--- src/rtl/gpio_pkg.sv ---
// Shared register map and IRQ_EDGE encoding for the GPIO controller.
// Also provides the address-offset decode used by gpio_ctrl.
package gpio_pkg;

    localparam logic [31:0] OFF_DATA_IN  = 32'h00;
    localparam logic [31:0] OFF_DATA_OUT = 32'h04;
    localparam logic [31:0] OFF_DIR      = 32'h08;
    localparam logic [31:0] OFF_OUT_SET  = 32'h0C;
    localparam logic [31:0] OFF_OUT_CLR  = 32'h10;
    localparam logic [31:0] OFF_OUT_TGL  = 32'h14;
    localparam logic [31:0] OFF_IRQ_EN   = 32'h18;
    localparam logic [31:0] OFF_IRQ_EDGE = 32'h1C;
    localparam logic [31:0] OFF_IRQ_PEND = 32'h20;

    localparam logic EDGE_FALLING = 1'b0;
    localparam logic EDGE_RISING  = 1'b1;

    typedef enum logic [3:0] {
        REG_NONE,
        REG_DATA_IN,
        REG_DATA_OUT,
        REG_DIR,
        REG_OUT_SET,
        REG_OUT_CLR,
        REG_OUT_TGL,
        REG_IRQ_EN,
        REG_IRQ_EDGE,
        REG_IRQ_PEND
    } reg_sel_e;

    // Offset is the full 32-bit distance from BASE, so any stray high bit decodes to REG_NONE.
    function automatic reg_sel_e decode(input logic [31:0] offset);
        case (offset)
            OFF_DATA_IN:  return REG_DATA_IN;
            OFF_DATA_OUT: return REG_DATA_OUT;
            OFF_DIR:      return REG_DIR;
            OFF_OUT_SET:  return REG_OUT_SET;
            OFF_OUT_CLR:  return REG_OUT_CLR;
            OFF_OUT_TGL:  return REG_OUT_TGL;
            OFF_IRQ_EN:   return REG_IRQ_EN;
            OFF_IRQ_EDGE: return REG_IRQ_EDGE;
            OFF_IRQ_PEND: return REG_IRQ_PEND;
            default:      return REG_NONE;
        endcase
    endfunction

endpackage

--- src/rtl/gpio_in_filter.sv ---
// Per-bit two-flop synchronizer for the GPIO pins, followed by an optional
// stability filter compiled in with `define GPIO_DEBOUNCE_EN.
module gpio_in_filter #(
    parameter int W               = 32,
    parameter int DEBOUNCE_CYCLES = 16
) (
    input  logic         clk,
    input  logic         rst,
    input  logic [W-1:0] pins,
    output logic [W-1:0] filtered
);

    if (W < 1 || W > 32 || DEBOUNCE_CYCLES < 1 || DEBOUNCE_CYCLES > 65535) begin : g_bad_param
        $error("gpio_in_filter: W or DEBOUNCE_CYCLES out of range");
    end

    logic [W-1:0] sync_q1;
    logic [W-1:0] sync_q2;

    // NOTE: non-blocking assignments on every flop, so each stage sees the pre-edge value of the one before.
    always_ff @(posedge clk) begin
        if (rst) begin
            sync_q1 <= '0;
            sync_q2 <= '0;
        end else begin
            sync_q1 <= pins;
            sync_q2 <= sync_q1;
        end
    end

`ifdef GPIO_DEBOUNCE_EN
    localparam logic [15:0] LAST_COUNT = 16'(DEBOUNCE_CYCLES - 1);

    logic [15:0]  count [W];
    logic [W-1:0] stable;

    // NOTE: the counter array is reset explicitly so rst discards any partial count.
    always_ff @(posedge clk) begin
        if (rst) begin
            stable <= '0;
            for (int i = 0; i < W; i++) count[i] <= '0;
        end else begin
            for (int i = 0; i < W; i++) begin
                if (sync_q2[i] == stable[i]) begin
                    count[i] <= '0;
                end else if (count[i] == LAST_COUNT) begin
                    stable[i] <= sync_q2[i];
                    count[i]  <= '0;
                end else begin
                    count[i] <= count[i] + 16'd1;
                end
            end
        end
    end

    assign filtered = stable;
`else
    assign filtered = sync_q2;
`endif

endmodule

--- src/rtl/gpio_ctrl.sv ---
// Memory-mapped GPIO block: output/direction registers, set/clear/toggle
// aliases and edge interrupts; debounce is enabled with `define GPIO_DEBOUNCE_EN.
module gpio_ctrl
    import gpio_pkg::*;
#(
    parameter int          W               = 32,
    parameter logic [31:0] BASE            = 32'hA000_0000,
    parameter int          DEBOUNCE_CYCLES = 16
) (
    input  logic         clk,
    input  logic         rst,
    input  logic [31:0]  address,
    input  logic [31:0]  write_data,
    input  logic         write_enable,
    output logic [31:0]  read_data,
    input  logic [W-1:0] gpio_in,
    output logic [W-1:0] gpio_out,
    output logic [W-1:0] gpio_oe,
    output logic         irq
);

    reg_sel_e     sel;
    logic [W-1:0] wdata;
    logic [W-1:0] filtered;
    logic [W-1:0] filtered_prev;
    logic [W-1:0] edge_hit;
    logic [W-1:0] clr_mask;

    logic [W-1:0] data_out;
    logic [W-1:0] dir;
    logic [W-1:0] irq_en;
    logic [W-1:0] irq_edge;
    logic [W-1:0] irq_pend;

    assign sel   = decode(address - BASE);
    assign wdata = write_data[W-1:0];

    gpio_in_filter #(
        .W               (W),
        .DEBOUNCE_CYCLES (DEBOUNCE_CYCLES)
    ) u_in_filter (
        .clk      (clk),
        .rst      (rst),
        .pins     (gpio_in),
        .filtered (filtered)
    );

    always_comb begin
        for (int i = 0; i < W; i++) begin
            edge_hit[i] = (irq_edge[i] == EDGE_RISING) ? (filtered[i] & ~filtered_prev[i])
                                                       : (~filtered[i] & filtered_prev[i]);
        end
    end

    assign clr_mask = (write_enable && sel == REG_IRQ_PEND) ? wdata : '0;

    always_ff @(posedge clk) begin
        if (rst) begin
            data_out      <= '0;
            dir           <= '0;
            irq_en        <= '0;
            irq_edge      <= '0;
            irq_pend      <= '0;
            filtered_prev <= '0;
            gpio_out      <= '0;
            gpio_oe       <= '0;
        end else begin
            filtered_prev <= filtered;
            gpio_out      <= data_out;
            gpio_oe       <= dir;
            // A new edge is OR-ed in after the clear, so it wins over a coincident W1C.
            irq_pend      <= (irq_pend & ~clr_mask) | edge_hit;
            if (write_enable) begin
                case (sel)
                    REG_DATA_OUT: data_out <= wdata;
                    REG_DIR:      dir      <= wdata;
                    REG_OUT_SET:  data_out <= data_out | wdata;
                    REG_OUT_CLR:  data_out <= data_out & ~wdata;
                    REG_OUT_TGL:  data_out <= data_out ^ wdata;
                    REG_IRQ_EN:   irq_en   <= wdata;
                    REG_IRQ_EDGE: irq_edge <= wdata;
                    default:      ;
                endcase
            end
        end
    end

    // NOTE: read_data gets its default first, so no path through the case infers a latch.
    always_comb begin
        read_data = '0;
        case (sel)
            REG_DATA_IN:  read_data[W-1:0] = filtered;
            REG_DATA_OUT: read_data[W-1:0] = data_out;
            REG_DIR:      read_data[W-1:0] = dir;
            REG_IRQ_EN:   read_data[W-1:0] = irq_en;
            REG_IRQ_EDGE: read_data[W-1:0] = irq_edge;
            REG_IRQ_PEND: read_data[W-1:0] = irq_pend;
            default:      ;
        endcase
    end

    assign irq = |(irq_pend & irq_en);

endmodule

--- config.mk ---
export PLATFORM = sky130hd
export DESIGN_NAME = gpio_ctrl
export DESIGN_NICKNAME = d
export VERILOG_FILES = /design/src/rtl/gpio_pkg.sv /design/src/rtl/gpio_in_filter.sv /design/src/rtl/gpio_ctrl.sv
export SDC_FILE = /design/constraint.sdc
export NUM_CORES = 1
export LEC_CHECK = 0
export CORE_MARGIN = 2
export CORE_UTILIZATION = 55
export CTS_CLUSTER_DIAMETER = 200
export DETAILED_ROUTE_END_ITERATION = 8
export HOLD_SLACK_MARGIN = 0.05
export MAX_ROUTING_LAYER = met4
export PLACE_DENSITY = 0.77
export SYNTH_ARGS = -nofsm -noshare
export SYNTH_HDL_FRONTEND = slang
export SYNTH_SLANG_ARGS = --single-unit
--- constraint.sdc ---
create_clock -name clk -period 3.2 [get_ports clk]
set_input_delay 0.8 -clock clk [delete_from_list [all_inputs] [get_ports clk]]
set_output_delay 0.8 -clock clk [all_outputs]
set_load 0.02 [all_outputs]
==> impl_metrics.csv <==
group,metric,value,unit
run_status,status,"complete, no violations",
sta,period_minus_slack,3.19,ns
route,wl_per_cell,21.6,µm
finish,stdcell_count,2039,
worst_setup_path,crit_path_cell_trace,"buf_2, buf_4, nor4b_4, buf_12, buf_12, a222oi_1, a21oi_4, buf_6",
synthesis,syn_area_per_cell,9.80,µm²
synthesis,synth_ff_type,"dfxtp_1",
finish,fillers,1762,
pwr,p_leak,7.55,nW
floorplan,dieArea,0.0271,mm²
synthesis,synthArstFlopShare,0,%
min_path,hold_depth,1,
synthesis,syn_nets,1613,
clocking,postCtsHoldBufs,0,
global_route,grt_start_max_net_pins,81,
sta,min_period_over_period,99.6,%
pwr,vdd_ir_drop_max,0.344,mV
worst_setup_path,worst-path-max-fanout,7,
route,dr.pass1.iters,8,
placement,place_inst,1946,
sta,setup_viol,0,
synthesis,yosysSeqAreaShare,45.1,%
sta,max_slew_margin,48.4,%
global_route,grt_first_pass_wirelength,67.1,mm
worst_setup_path,slowest_delay,0.63,ns
sta,tns,0,ns
floorplan,dieWidth,165,µm
clocking,cts_max_level,2,
floorplan,start_util,56.2,%
synthesis,synth_area_leaders,"dfxtp_1 (45%), mux2i_1 (9.0%), ha_1 (5.7%), nand2b_1 (5.7%), nor2b_1 (4.3%)",
pwr,power.density,469,mW/mm²
sta,maxSlewViolCount,0,
sta,tightest_slew,0.774,ns
placement,dp_hpwl,28.5,mm
synthesis,synth_top_area_cell,"dfxtp_1",
floorplan,core_area,0.0253,mm²
worst_setup_path,slowest_stage,"a222oi_1",
worst_setup_path,worst-setup-path-type,"primary input to output port",
run,maxCapViolCount,0,
global_route,first_global_vias,12000,
global_route,antenna_found_initial,1,
finish,drive_gt1_share,16.9,%
clocking,cts.sink_count,320,
min_path,hold_path.class,"flip-flop to flip-flop",
synthesis,synth_edf_count,0,
global_route,overflow,0,
floorplan,std_cell_rows,58,
worst_setup_path,crit_top_cell,"buf_12",
route,vias,12200,
worst_setup_path,r2r_start,"data_out[25]",
clocking,clk_latency,0.52,ns
worst_setup_path,worstPathArrival,2.39,ns
route,drc_errors,0,
synthesis,ys_seq_elements,320,
clocking,cts_buffers,35,
synthesis,synth_top_area_share,45.1,%
synthesis,synth_common_cells,"dfxtp_1 (320), nand2b_1 (130), mux2i_1 (128)",
synthesis,syn_inst,1449,
route,viasPerCell,5.97,
synthesis,yosys.cell_count.top_type,"dfxtp_1",
placement,place_congestion,0.890,
clocking,clk_path_buf_depth,3,
worst_setup_path,worstPathRequired,2.40,ns
worst_setup_path,reg2reg_depth,5,
worst_setup_path,startpoint_type,"primary input",
min_path,hp-start,"u_in_filter.sync_q1[17]",
sta,timing.final.hold_violations,0,
worst_setup_path,worst_setup_path_end_kind,"output port",
clocking,cts_tree,"done",
route,drt_iter0_drc,1263,
finish,final_nets,1846,
floorplan,die_y,165,µm
clocking,cts-root-buf,"clkbuf_16",
global_route,grtUsageTotal,32.9,%
route,drt_wl_total,44.0,mm
worst_setup_path,reg2reg_setup_slack,1.86,ns
sta,fin_worst_skew,0.0129,ns
min_path,hold-path-endpoint,"u_in_filter.filtered[17]",
sta,clock.fmax,314,MHz
clocking,cts.clk_slew.worst_paths,0.06,ns
synthesis,netlist_area,0.0142,mm²
finish,synthToLayoutAreaGrowth,32.2,%
synthesis,synth_cell_types,43,
worst_setup_path,r2r_end,"data_out[25]",
route,ant_nets,0,
placement,port_buffers,195,
synthesis,ys_warn_count,0,
floorplan,ios,196,
repair_timing:
item / 4_1_cts / 5_1_grt
cloned: 3 / 0
setup buffers: 23 / 3
pin swaps: 14 / 16
gates resized for setup: 271 / 20
endpoints found under the setup margin: 33 / 124
sequential cells by signal (all words and copies together), names as in the netlist:
register,flops
irq_en,32
gpio_oe,32
filtered_prev,32
irq_pend,32
u_in_filter.sync_q1,32
gpio_out,32
u_in_filter.filtered,32
irq_edge,32
dir,32
data_out,32
power breakdown:
group / internal [mW] / total (mW) / switching, mW
Clock: 2.44 / 4.08 / 1.64
Combinational: 0.308 / 0.640 / 0.332
Sequential: 4.05 / 4.09 / 0.0450
Total: 6.79 / 8.81 / 2.02
cell families (layout without fill, tap and decap cells):
group / Yosys count / in the layout / synth area share [%]
AOI/OAI and AO/OA: 308 / 308 / 15.1
xor gates and xnor gates: 1 / 1 / 0.0617
adders and majority gates: 65 / 65 / 5.73
buffers and inverters: 203 / 462 / 6.05
DFF: 320 / 320 / 45.1
muxes: 128 / 128 / 9.02
other: 0 / 1 / 0
and+or+nand+nor: 424 / 424 / 18.9
through the flow:
step / instance area (µm²) / hold slack [ns] / power, mW / worst slack (ns) / util, %
after floorplan: 14200 / 0.414 / 4.47 / 0.142 / -
after global placement: 17000 / 0.416 / 4.77 / -0.777 / 67.3
after detailed placement: 17000 / 0.424 / 4.78 / -0.859 / 67.3
after CTS: 18700 / 0.440 / 8.82 / 0.00303 / 74.0
after global routing: 18800 / 0.450 / 9.05 / -0.0281 / 74.3
final: 18800 / 0.434 / 8.81 / 0.0120 / 74.3
final cells by class:
| cell class | instances | area [µm²] | share of cell area (%) |
|---|---|---|---|
| Inverter | 98 | 368 | 1.96 |
| Clock buffer | 48 | 996 | 5.31 |
| Sequential cell | 320 | 6410 | 34.1 |
| Antenna cell | 1 | 2.50 | 0.0133 |
| Clock inverter | 15 | 171 | 0.913 |
| Tap cell | 330 | 413 | 2.20 |
| Multi-Input combinational cell | 926 | 7330 | 39.1 |
| Timing Repair Buffer | 301 | 3080 | 16.4 |
critical path, delay by kind of cell:
family,cells,cell delay (ns)
buffers and inverters,5,0.69
AND/OR/NAND/NOR,1,0.14
AO/OA/AOI/OAI,2,0.75
layer usage:
metal,track usage [%],vias up,wire length (µm)
met1,41.4,5837,17900
met3,6.45,136,3830
met4,13.8,0,1940
met2,52.0,606,20300
met5,-,-,0
li1,-,5587,-
worst max-delay path by stage:
stage / startpoint / endpoint / slack [ns] / depth (start not counted)
after floorplan: address[29] / read_data[10] / 0.14 / 7
after global placement: address[29] / read_data[14] / -0.78 / 10
after detailed placement: address[29] / read_data[11] / -0.86 / 10
after CTS: address[9] / read_data[24] / 0.003 / 8
after global routing: address[6] / read_data[23] / -0.03 / 8
final: address[3] / read_data[25] / 0.01 / 8
cell usage in the layout (no fill, tap or decap), drive strengths merged, types with 10 or more instances in the layout:
| cell | count |
|---|---|
| dfxtp | 320 |
| buf | 144 |
| nand2b | 130 |
| mux2i | 128 |
| clkdlybuf4s50 | 128 |
| inv | 99 |
| nor2b | 98 |
| a21oi | 98 |
| nor2 | 65 |
| ha | 65 |
| clkbuf | 50 |
| nand3 | 35 |
| a22o | 34 |
| o31ai | 33 |
| o22ai | 32 |
| o2bb2ai | 32 |
| a222oi | 31 |
| nand3b | 31 |
| or3b | 31 |
| a31oi | 31 |
| dlygate4sd2 | 13 |
| a22oi | 12 |
| dlymetal6s2s | 10 |
| clkinv | 10 |
(Power assumes the default switching activity.)
